`src/rtl/spi_stream_arbiter.sv`:
```
// Shares the SD-card SPI block-read engine between the video frame stream and the
// audio sample stream: picks the owner of each block, generates sectors, steers data.
module spi_stream_arbiter #(
  parameter int unsigned FRAME_BLOCKS = 20,
  parameter logic [31:0] VIDEO_BASE   = 32'h0000_0800,
  parameter int unsigned VIDEO_BLOCKS = 131480,
  parameter logic [31:0] AUDIO_BASE   = 32'h0010_0000,
  parameter int unsigned AUDIO_BLOCKS = 8800,
  parameter int unsigned LVL_W        = 12,
  parameter int unsigned AUDIO_FILL   = 1536,
  parameter int unsigned AUDIO_URGENT = 256,
  parameter int unsigned MAX_RETRY    = 3
) (
  input  logic             CLK_40,
  input  logic             reset_n,
  input  logic             init,
  input  logic             bank_swapped,
  input  logic [LVL_W-1:0] audio_level,
  output logic             rd_req,
  output logic [31:0]      rd_addr,
  input  logic             rd_ack,
  input  logic             rd_done,
  input  logic             rd_err,
  output logic             write_video,
  output logic             write_audio,
  output logic             frame_loaded,
  output logic             stream_end,
  output logic             fault,
  output logic             busy
);

  localparam int VC_W = $clog2(VIDEO_BLOCKS + 1);
  localparam int AC_W = $clog2(AUDIO_BLOCKS + 1);
  localparam int FB_W = $clog2(FRAME_BLOCKS + 1);
  localparam int RT_W = $clog2(MAX_RETRY + 1);

  localparam logic [VC_W-1:0]  VID_MAX  = VC_W'(VIDEO_BLOCKS);
  localparam logic [VC_W-1:0]  VID_LAST = VC_W'(VIDEO_BLOCKS - 1);
  localparam logic [AC_W-1:0]  AUD_MAX  = AC_W'(AUDIO_BLOCKS);
  localparam logic [FB_W-1:0]  FB_LAST  = FB_W'(FRAME_BLOCKS - 1);
  localparam logic [RT_W-1:0]  RT_MAX   = RT_W'(MAX_RETRY);
  localparam logic [LVL_W-1:0] FILL_LVL = LVL_W'(AUDIO_FILL);
  localparam logic [LVL_W-1:0] URG_LVL  = LVL_W'(AUDIO_URGENT);

  typedef enum logic [2:0] {S_IDLE, S_ARB, S_ISSUE, S_XFER, S_DONE, S_FAULT} state_t;

  state_t          state, state_nxt;
  logic [VC_W-1:0] vid_cnt;
  logic [AC_W-1:0] aud_cnt;
  logic [FB_W-1:0] frame_blk;
  logic [RT_W-1:0] retry;
  logic            vid_hold, grant_vid, last_vid;
  logic            vid_pend, aud_pend, aud_urg, vid_exh, aud_exh;
  logic            arb_go, pick_vid, vid_done, frame_end;

  assign vid_exh  = (vid_cnt == VID_MAX);
  assign aud_exh  = (aud_cnt == AUD_MAX);
  assign vid_pend = !vid_hold && !vid_exh;
  assign aud_pend = (audio_level <= FILL_LVL) && !aud_exh;
  assign aud_urg  = aud_pend && (audio_level <= URG_LVL);

  // A clean video completion; a frame also ends on the very last video sector
  assign vid_done  = (state == S_XFER) && rd_done && !rd_err && grant_vid;
  assign frame_end = vid_done && ((frame_blk == FB_LAST) || (vid_cnt == VID_LAST));

  always_comb begin
    state_nxt = state;
    arb_go    = 1'b0;
    pick_vid  = 1'b0;
    case (state)
      S_IDLE:  if (init) state_nxt = S_ARB;
      S_ARB: begin
        if (aud_urg) begin
          arb_go = 1'b1;
        end else if (vid_pend && aud_pend) begin
          arb_go   = 1'b1;
          pick_vid = !last_vid;
        end else if (vid_pend) begin
          arb_go   = 1'b1;
          pick_vid = 1'b1;
        end else if (aud_pend) begin
          arb_go = 1'b1;
        end else if (vid_exh && aud_exh) begin
          state_nxt = S_DONE;
        end
        if (arb_go) state_nxt = S_ISSUE;
      end
      S_ISSUE: if (rd_ack) state_nxt = S_XFER;
      S_XFER: begin
        if (rd_err)       state_nxt = (retry < RT_MAX) ? S_ISSUE : S_FAULT;
        else if (rd_done) state_nxt = S_ARB;
      end
      default: state_nxt = state;
    endcase
  end

  always_ff @(posedge CLK_40 or negedge reset_n) begin
    if (!reset_n) begin
      state        <= S_IDLE;
      vid_cnt      <= '0;
      aud_cnt      <= '0;
      frame_blk    <= '0;
      retry        <= '0;
      vid_hold     <= 1'b0;
      grant_vid    <= 1'b0;
      last_vid     <= 1'b0;
      rd_addr      <= '0;
      frame_loaded <= 1'b0;
    end else begin
      state        <= state_nxt;
      frame_loaded <= frame_end;
      if (frame_end)         vid_hold <= 1'b1;
      else if (bank_swapped) vid_hold <= 1'b0;
      if (state == S_ARB && arb_go) begin
        grant_vid <= pick_vid;
        last_vid  <= pick_vid;
        rd_addr   <= pick_vid ? VIDEO_BASE + 32'(vid_cnt) : AUDIO_BASE + 32'(aud_cnt);
      end
      if (state == S_XFER) begin
        if (rd_err) begin
          if (retry < RT_MAX) retry <= retry + 1'b1;
        end else if (rd_done) begin
          retry <= '0;
          if (grant_vid) begin
            vid_cnt   <= vid_cnt + 1'b1;
            frame_blk <= (frame_blk == FB_LAST) ? '0 : frame_blk + 1'b1;
          end else begin
            aud_cnt <= aud_cnt + 1'b1;
          end
        end
      end
    end
  end

  assign rd_req      = (state == S_ISSUE);
  assign busy        = (state == S_ISSUE) || (state == S_XFER);
  assign write_video = busy && grant_vid;
  assign write_audio = busy && !grant_vid;
  assign stream_end  = (state == S_DONE);
  assign fault       = (state == S_FAULT);

endmodule

```
`config.mk`:
```
export PLATFORM = sky130hd
export DESIGN_NAME = spi_stream_arbiter
export DESIGN_NICKNAME = d
export VERILOG_FILES = /design/src/rtl/spi_stream_arbiter.sv
export SDC_FILE = /design/constraint.sdc
export NUM_CORES = 1
export LEC_CHECK = 0
export ABC_AREA = 0
export CELL_PAD_IN_SITES_DETAIL_PLACEMENT = 0
export CELL_PAD_IN_SITES_GLOBAL_PLACEMENT = 1
export CORE_MARGIN = 5
export CORE_UTILIZATION = 46
export CTS_BUF_LIST = sky130_fd_sc_hd__clkbuf_8
export CTS_CLUSTER_SIZE = 16
export DETAILED_ROUTE_END_ITERATION = 6
export PLACE_DENSITY = 0.94
export SYNTH_ARGS = -nofsm -noshare
export SYNTH_HDL_FRONTEND = slang
export SYNTH_SLANG_ARGS = --single-unit
export TNS_END_PERCENT = 10
```
`constraint.sdc`:
```
create_clock -name CLK_40 -period 4.1 [get_ports CLK_40]
set_input_delay 0.615 -clock CLK_40 [delete_from_list [all_inputs] [get_ports CLK_40]]
set_output_delay 0.615 -clock CLK_40 [all_outputs]
set_load 0.01 [all_outputs]
```
Word level (Yosys, flattened, before mapping)

Cells that the tools add are included.

Bits in latches: 0
Bits in read-only memories: 0
Output and inout port bits: 39
Memories: 0
Memory bits (writable): 0
Register bits after elaboration: 77

$add $sub $neg: 6
Multiply operators: 0
Bitwise logic cells: 2
Divide/modulo/power cells: 0
Multiplexer cells: 29
Shifts and indexed selects: 0
Reductions and logical operators: 27
Order comparisons: 3
Equal/unequal tests: 18

Operators with widths:

| operator                                                                 | number |
|---|---|
| 18-bit equality test (second input constant)                             | 2 |
| 3-bit two-way mux                                                        | 11 |
| 21-bit by 14-bit adder with 22-bit output (first input constant)         | 1 |
| 22-bit two-way mux                                                       | 1 |
| 12-bit by 18-bit adder with 19-bit output (first input constant)         | 1 |
| 18-bit by 1-bit adder with 18-bit output (second input constant)         | 1 |
| 3-bit inequality test (second input constant)                            | 6 |
| 14-bit by 1-bit adder with 14-bit output (second input constant)         | 1 |
| 14-bit equality test (second input constant)                             | 1 |
| 12-bit by 11-bit <= comparator with 1-bit output (second input constant) | 1 |
| 12-bit by 9-bit <= comparator with 1-bit output (second input constant)  | 1 |
| 1-bit logical AND                                                        | 12 |
| 1-bit two-way mux                                                        | 12 |
| 3-bit one-hot mux with 4 select lines                                    | 1 |
| 9-bit AND reduction                                                      | 1 |
| 4-bit AND reduction                                                      | 2 |
| 3-bit by 2-bit equality test with 1-bit output (second input constant)   | 2 |
| 3-bit equality test (second input constant)                              | 2 |
| 2-bit two-way mux                                                        | 3 |
| 5-bit by 1-bit adder with 5-bit output (second input constant)           | 1 |
| 5-bit equality test (second input constant)                              | 1 |
| 1-bit logical NOT                                                        | 5 |
| 5-bit two-way mux                                                        | 1 |
| 2-bit by 1-bit inequality test with 1-bit output (second input constant) | 2 |
| 10 further kinds                                                         | 13 |

Depth between registers and ports, before layout

Depth in word-level cells: 10
Depth in mapped cells: 9

Least setup slack after synthesis

OpenSTA, ideal clock, no wires.

Path type: input -> register
From: input port audio_level[4]
To: register rd_addr[6]
Data arrival time: 2,643 ps
Stages on the path: 7
Buffers on the path: 2
Slack: 1,334 ps
Data required time: 3,977 ps
Cells stage by stage: or4_4 -> o311a_1 -> or4_4 -> buf_6 -> o21bai_4 -> buf_6 -> o221a_1

Longest elaborated chain between the ends: 9

RTL lines:

| element                                          | RTL line | RTL |
|---|---|---|
| start, declared                                  | 18       | `input logic [LVL_W-1:0] audio_level,` |
| 12-bit by 11-bit <= comparator with 1-bit output | 59       | `assign aud_pend = (audio_level <= FILL_LVL) && !aud_exh;` |
| 1-bit logical AND                                | 59       |  |
| 1-bit two-way mux                                | 81       | `end else if (aud_pend) begin` |
| 1-bit two-way mux                                | 78       | `end else if (vid_pend) begin` |
| 1-bit two-way mux                                | 75       | `end else if (vid_pend && aud_pend) begin` |
| 1-bit two-way mux                                | 73       | `if (aud_urg) begin` |
| 1-bit two-way mux (2 in a row)                   | 70       | `case (state)` |
| 1-bit logical AND                                | 114      | `if (state == S_ARB && arb_go) begin` |
| end signal, assigned                             | 117      | `rd_addr <= pick_vid ? VIDEO_BASE + 32'(vid_cnt) : AUDIO_BASE + 32'(aud_cnt);` |
| end, declared                                    | 20       | `output logic [31:0] rd_addr,` |

Several ways; a longest one is shown, not always the timed one. The select of a mux whose other input is x is not followed.
A chain may end at the register's enable or synchronous reset.

Worst setup path in the final report

From: input port audio_level[4]
To: register rd_addr[3]

Same word-level chain as after synthesis.

==> reports/summary.txt <==
placed cell areas - 0.00387 mm^2
core box area - 0.00721 mm^2
ys async rst share - 1.00
initial DRC count - 150
Vias - 2,562
most common cell in the netlist - dfrtp_1
register area share after synthesis - 0.479
largest net degree at the start of global routing - 36
setup bufs post-CTS - 0
number of synthesized register bits - 65
number of diodes - 0
Fmax - 341 MHz
Area growth syn-to-layout - 19.6%
share of layout cells above drive strength 1 - 0.0747
maxcap violations - 0
ranking of synthesized cells by area - dfrtp_1, xnor2_1, nand2_1
RSZ-0062 raised after global routing - false
Placer Congestion - 0.802
status - completed
ys flop type - dfrtp_1
Total Wirelength - 7650 um
Synth Cell Area - 0.00340 mm^2
Yosys top cell area share - 0.479
xor/xnor share of the synthesized area - 0.0928
Final nets - 396
initial antenna violation count - 0
Synth Area per Inst - 10.4 um^2
global route total overflow - 0
All-Layer GR Usage - 0.187
Die Ht - 96.0 um
slew margin rel. - 0.548
final period demand of the worst path - 2940 ps
Final Max Slew Viols - 0
post-detail-place hpwl - 5550 um
fillers - 647
clk sinks - 65
Hold/Removal Path Class - in2async
Synth warnings - 0
CP Class - in2reg
I/O pin total - 58
Yosys cell types - 48
CTS tree - built
clk_lat worst skew - 350 ps
largest family of logic cells by synthesized area - simple AND/OR/NAND/NOR gates
Critical Path AT - 3160 ps
Synth Instances - 327
DRT Pass-1 Iters - 4
multiplexer area fraction after synthesis - 0.00331
Hold Fails Final Rpt - 0
startpoint types - input port
Root Driver - clkbuf_8
Longest Clk Path Bufs - 2
CTS resizes - 0
post-route insts no fill - 474
Initial Utilization - 0.471
Critical Path RT - 4330 ps
Total Power - 1.24 mW
Routed Antenna Nets - 0
worst-path maximum fanout - 17
compound-cell area share of the yosys netlist - 0.110
number of port buffers - 45
CTS clk-pin slew, worst paths - 80 ps
Avg WL per Cell - 16.1 um
Pwr per Cell Area - 305 mW/mm^2
Final TNS setup - 0 ps
CTS buffer count - 9
vias in the first global route - 2,531
commonest cells in the synthesized netlist - dfrtp_1, nand2_1, xnor2_1
Post-Synth Simple-Gate Area - 0.226
first-pass GRT wire length - 13,100 um
Vias/cell - 5.41
actual slew at the worst max-slew pin - 678 ps
Setup-failing EPs final - 0
Die Area - 0.00921 mm^2
drt drc - 0
Final Skew - 9.52 ps
fin area - 0.00406 mm^2
largest area contributor in the netlist - dfrtp_1
Setup crit end kind - flip-flop
EDFF count, synth - 0
Synth Area in Adders - 0.0258
Rows - 31
CTS Hold Bufs - 0
Die W - 96.0 um
Worst IR Drop VDD - 0.159 mV
htree depth - 3
Leak - 1.81 nW
dpl cells - 458
fin crit share - 0.716
## per-layer routing
layer,vias to the layer above,part of all wire,GRT usage
met4,0,0.016,0.0746
met3,12,0.039,0.0367
met2,52,0.48,0.290
met1,1258,0.47,0.257
met5,-,0,0
li1,1240,-,-
## cell type report
class | instances | area, um^2 | share of cell area
flip-flops and latches | 65 | 1630 | 0.400
multi-input cells | 232 | 1600 | 0.394
repair buffers | 47 | 460 | 0.113
clock buffers | 10 | 138 | 0.0339
well taps | 99 | 124 | 0.0305
clock inverters | 6 | 58.8 | 0.0145
inverters | 15 | 56.3 | 0.0139
## flip-flops by register name (all words and copies together), names as in the netlist
register,count
vid_hold,1
frame_blk,5
vid_cnt,18
state,3
rd_addr,20
aud_cnt,14
last_vid,1
retry,2
frame_loaded,1
## cell usage in the layout (no fill, tap or decap), types with 3 or more instances in the layout
master,synthesis,routed
o21ai_0,9,9
o221a_2,4,4
nor3_1,11,11
clkdlybuf4s50_1,0,44
nand3_1,14,14
and3_1,13,13
and4_1,3,3
a21o_1,4,4
nand4_1,12,12
o2bb2ai_1,5,5
nor2_1,9,9
nor4bb_1,3,3
xnor2_1,30,30
dfrtp_1,65,65
nor2b_1,3,3
xor2_1,6,6
o221a_1,9,9
nand3b_1,15,15
conb_1,1,12
nor4_1,5,5
clkbuf_8,0,10
nand2_1,30,30
inv_1,15,16
ha_1,7,7
## final timing paths
kind | start | to | slack (ps) | depth (start not counted)
hold reg to reg | rd_addr[16] | rd_addr[16] | 490 | 1
hold / removal | reset_n | retry[1] | 290 | 1
min in group CLK_40 | rd_addr[16] | rd_addr[16] | 490 | 1
max in group asynchronous | reset_n | rd_addr[1] | 2890 | 2
setup / recovery | audio_level[4] | rd_addr[3] | 1160 | 6
setup reg to reg | aud_cnt[0] | rd_addr[3] | 1650 | 7
## cells by family (layout without fill, tap and decap cells)
logic type | after synthesis | count (layout)
adder cells (fa/ha/maj) | 7 | 7
other | 1 | 12
AND/OR/NAND/NOR | 132 | 132
buffers and inverters | 41 | 78
multiplexers | 1 | 1
AO/OA/AOI/OAI | 44 | 44
XOR/XNOR | 36 | 36
flip-flops | 65 | 65
## stage by stage
| stage | utilization | hold slack, ps | setup slack (ps) |
|---|---|---|---|
| after global routing | 0.563 | 344 | 1140 |
| after floorplan | - | 319 | 1330 |
| after global placement | 0.536 | 476 | 877 |
| after detailed placement | 0.536 | 475 | 827 |
| final | 0.563 | 293 | 1160 |
| after CTS | 0.563 | 311 | 1190 |
## worst max-delay path: stages
cell and delay, ps:
clkdlybuf4s50_1 400, or4_4 540, o311a_1 360, or4_4 650, o21bai_4 300, o221a_2 290
## report_power, final
group / internal, mW / switching, mW
logic: 0.0251 / 0.0267
registers: 0.644 / 0.00215
clock network: 0.293 / 0.249
No activity file was read; power rests on OpenSTA's default activity.
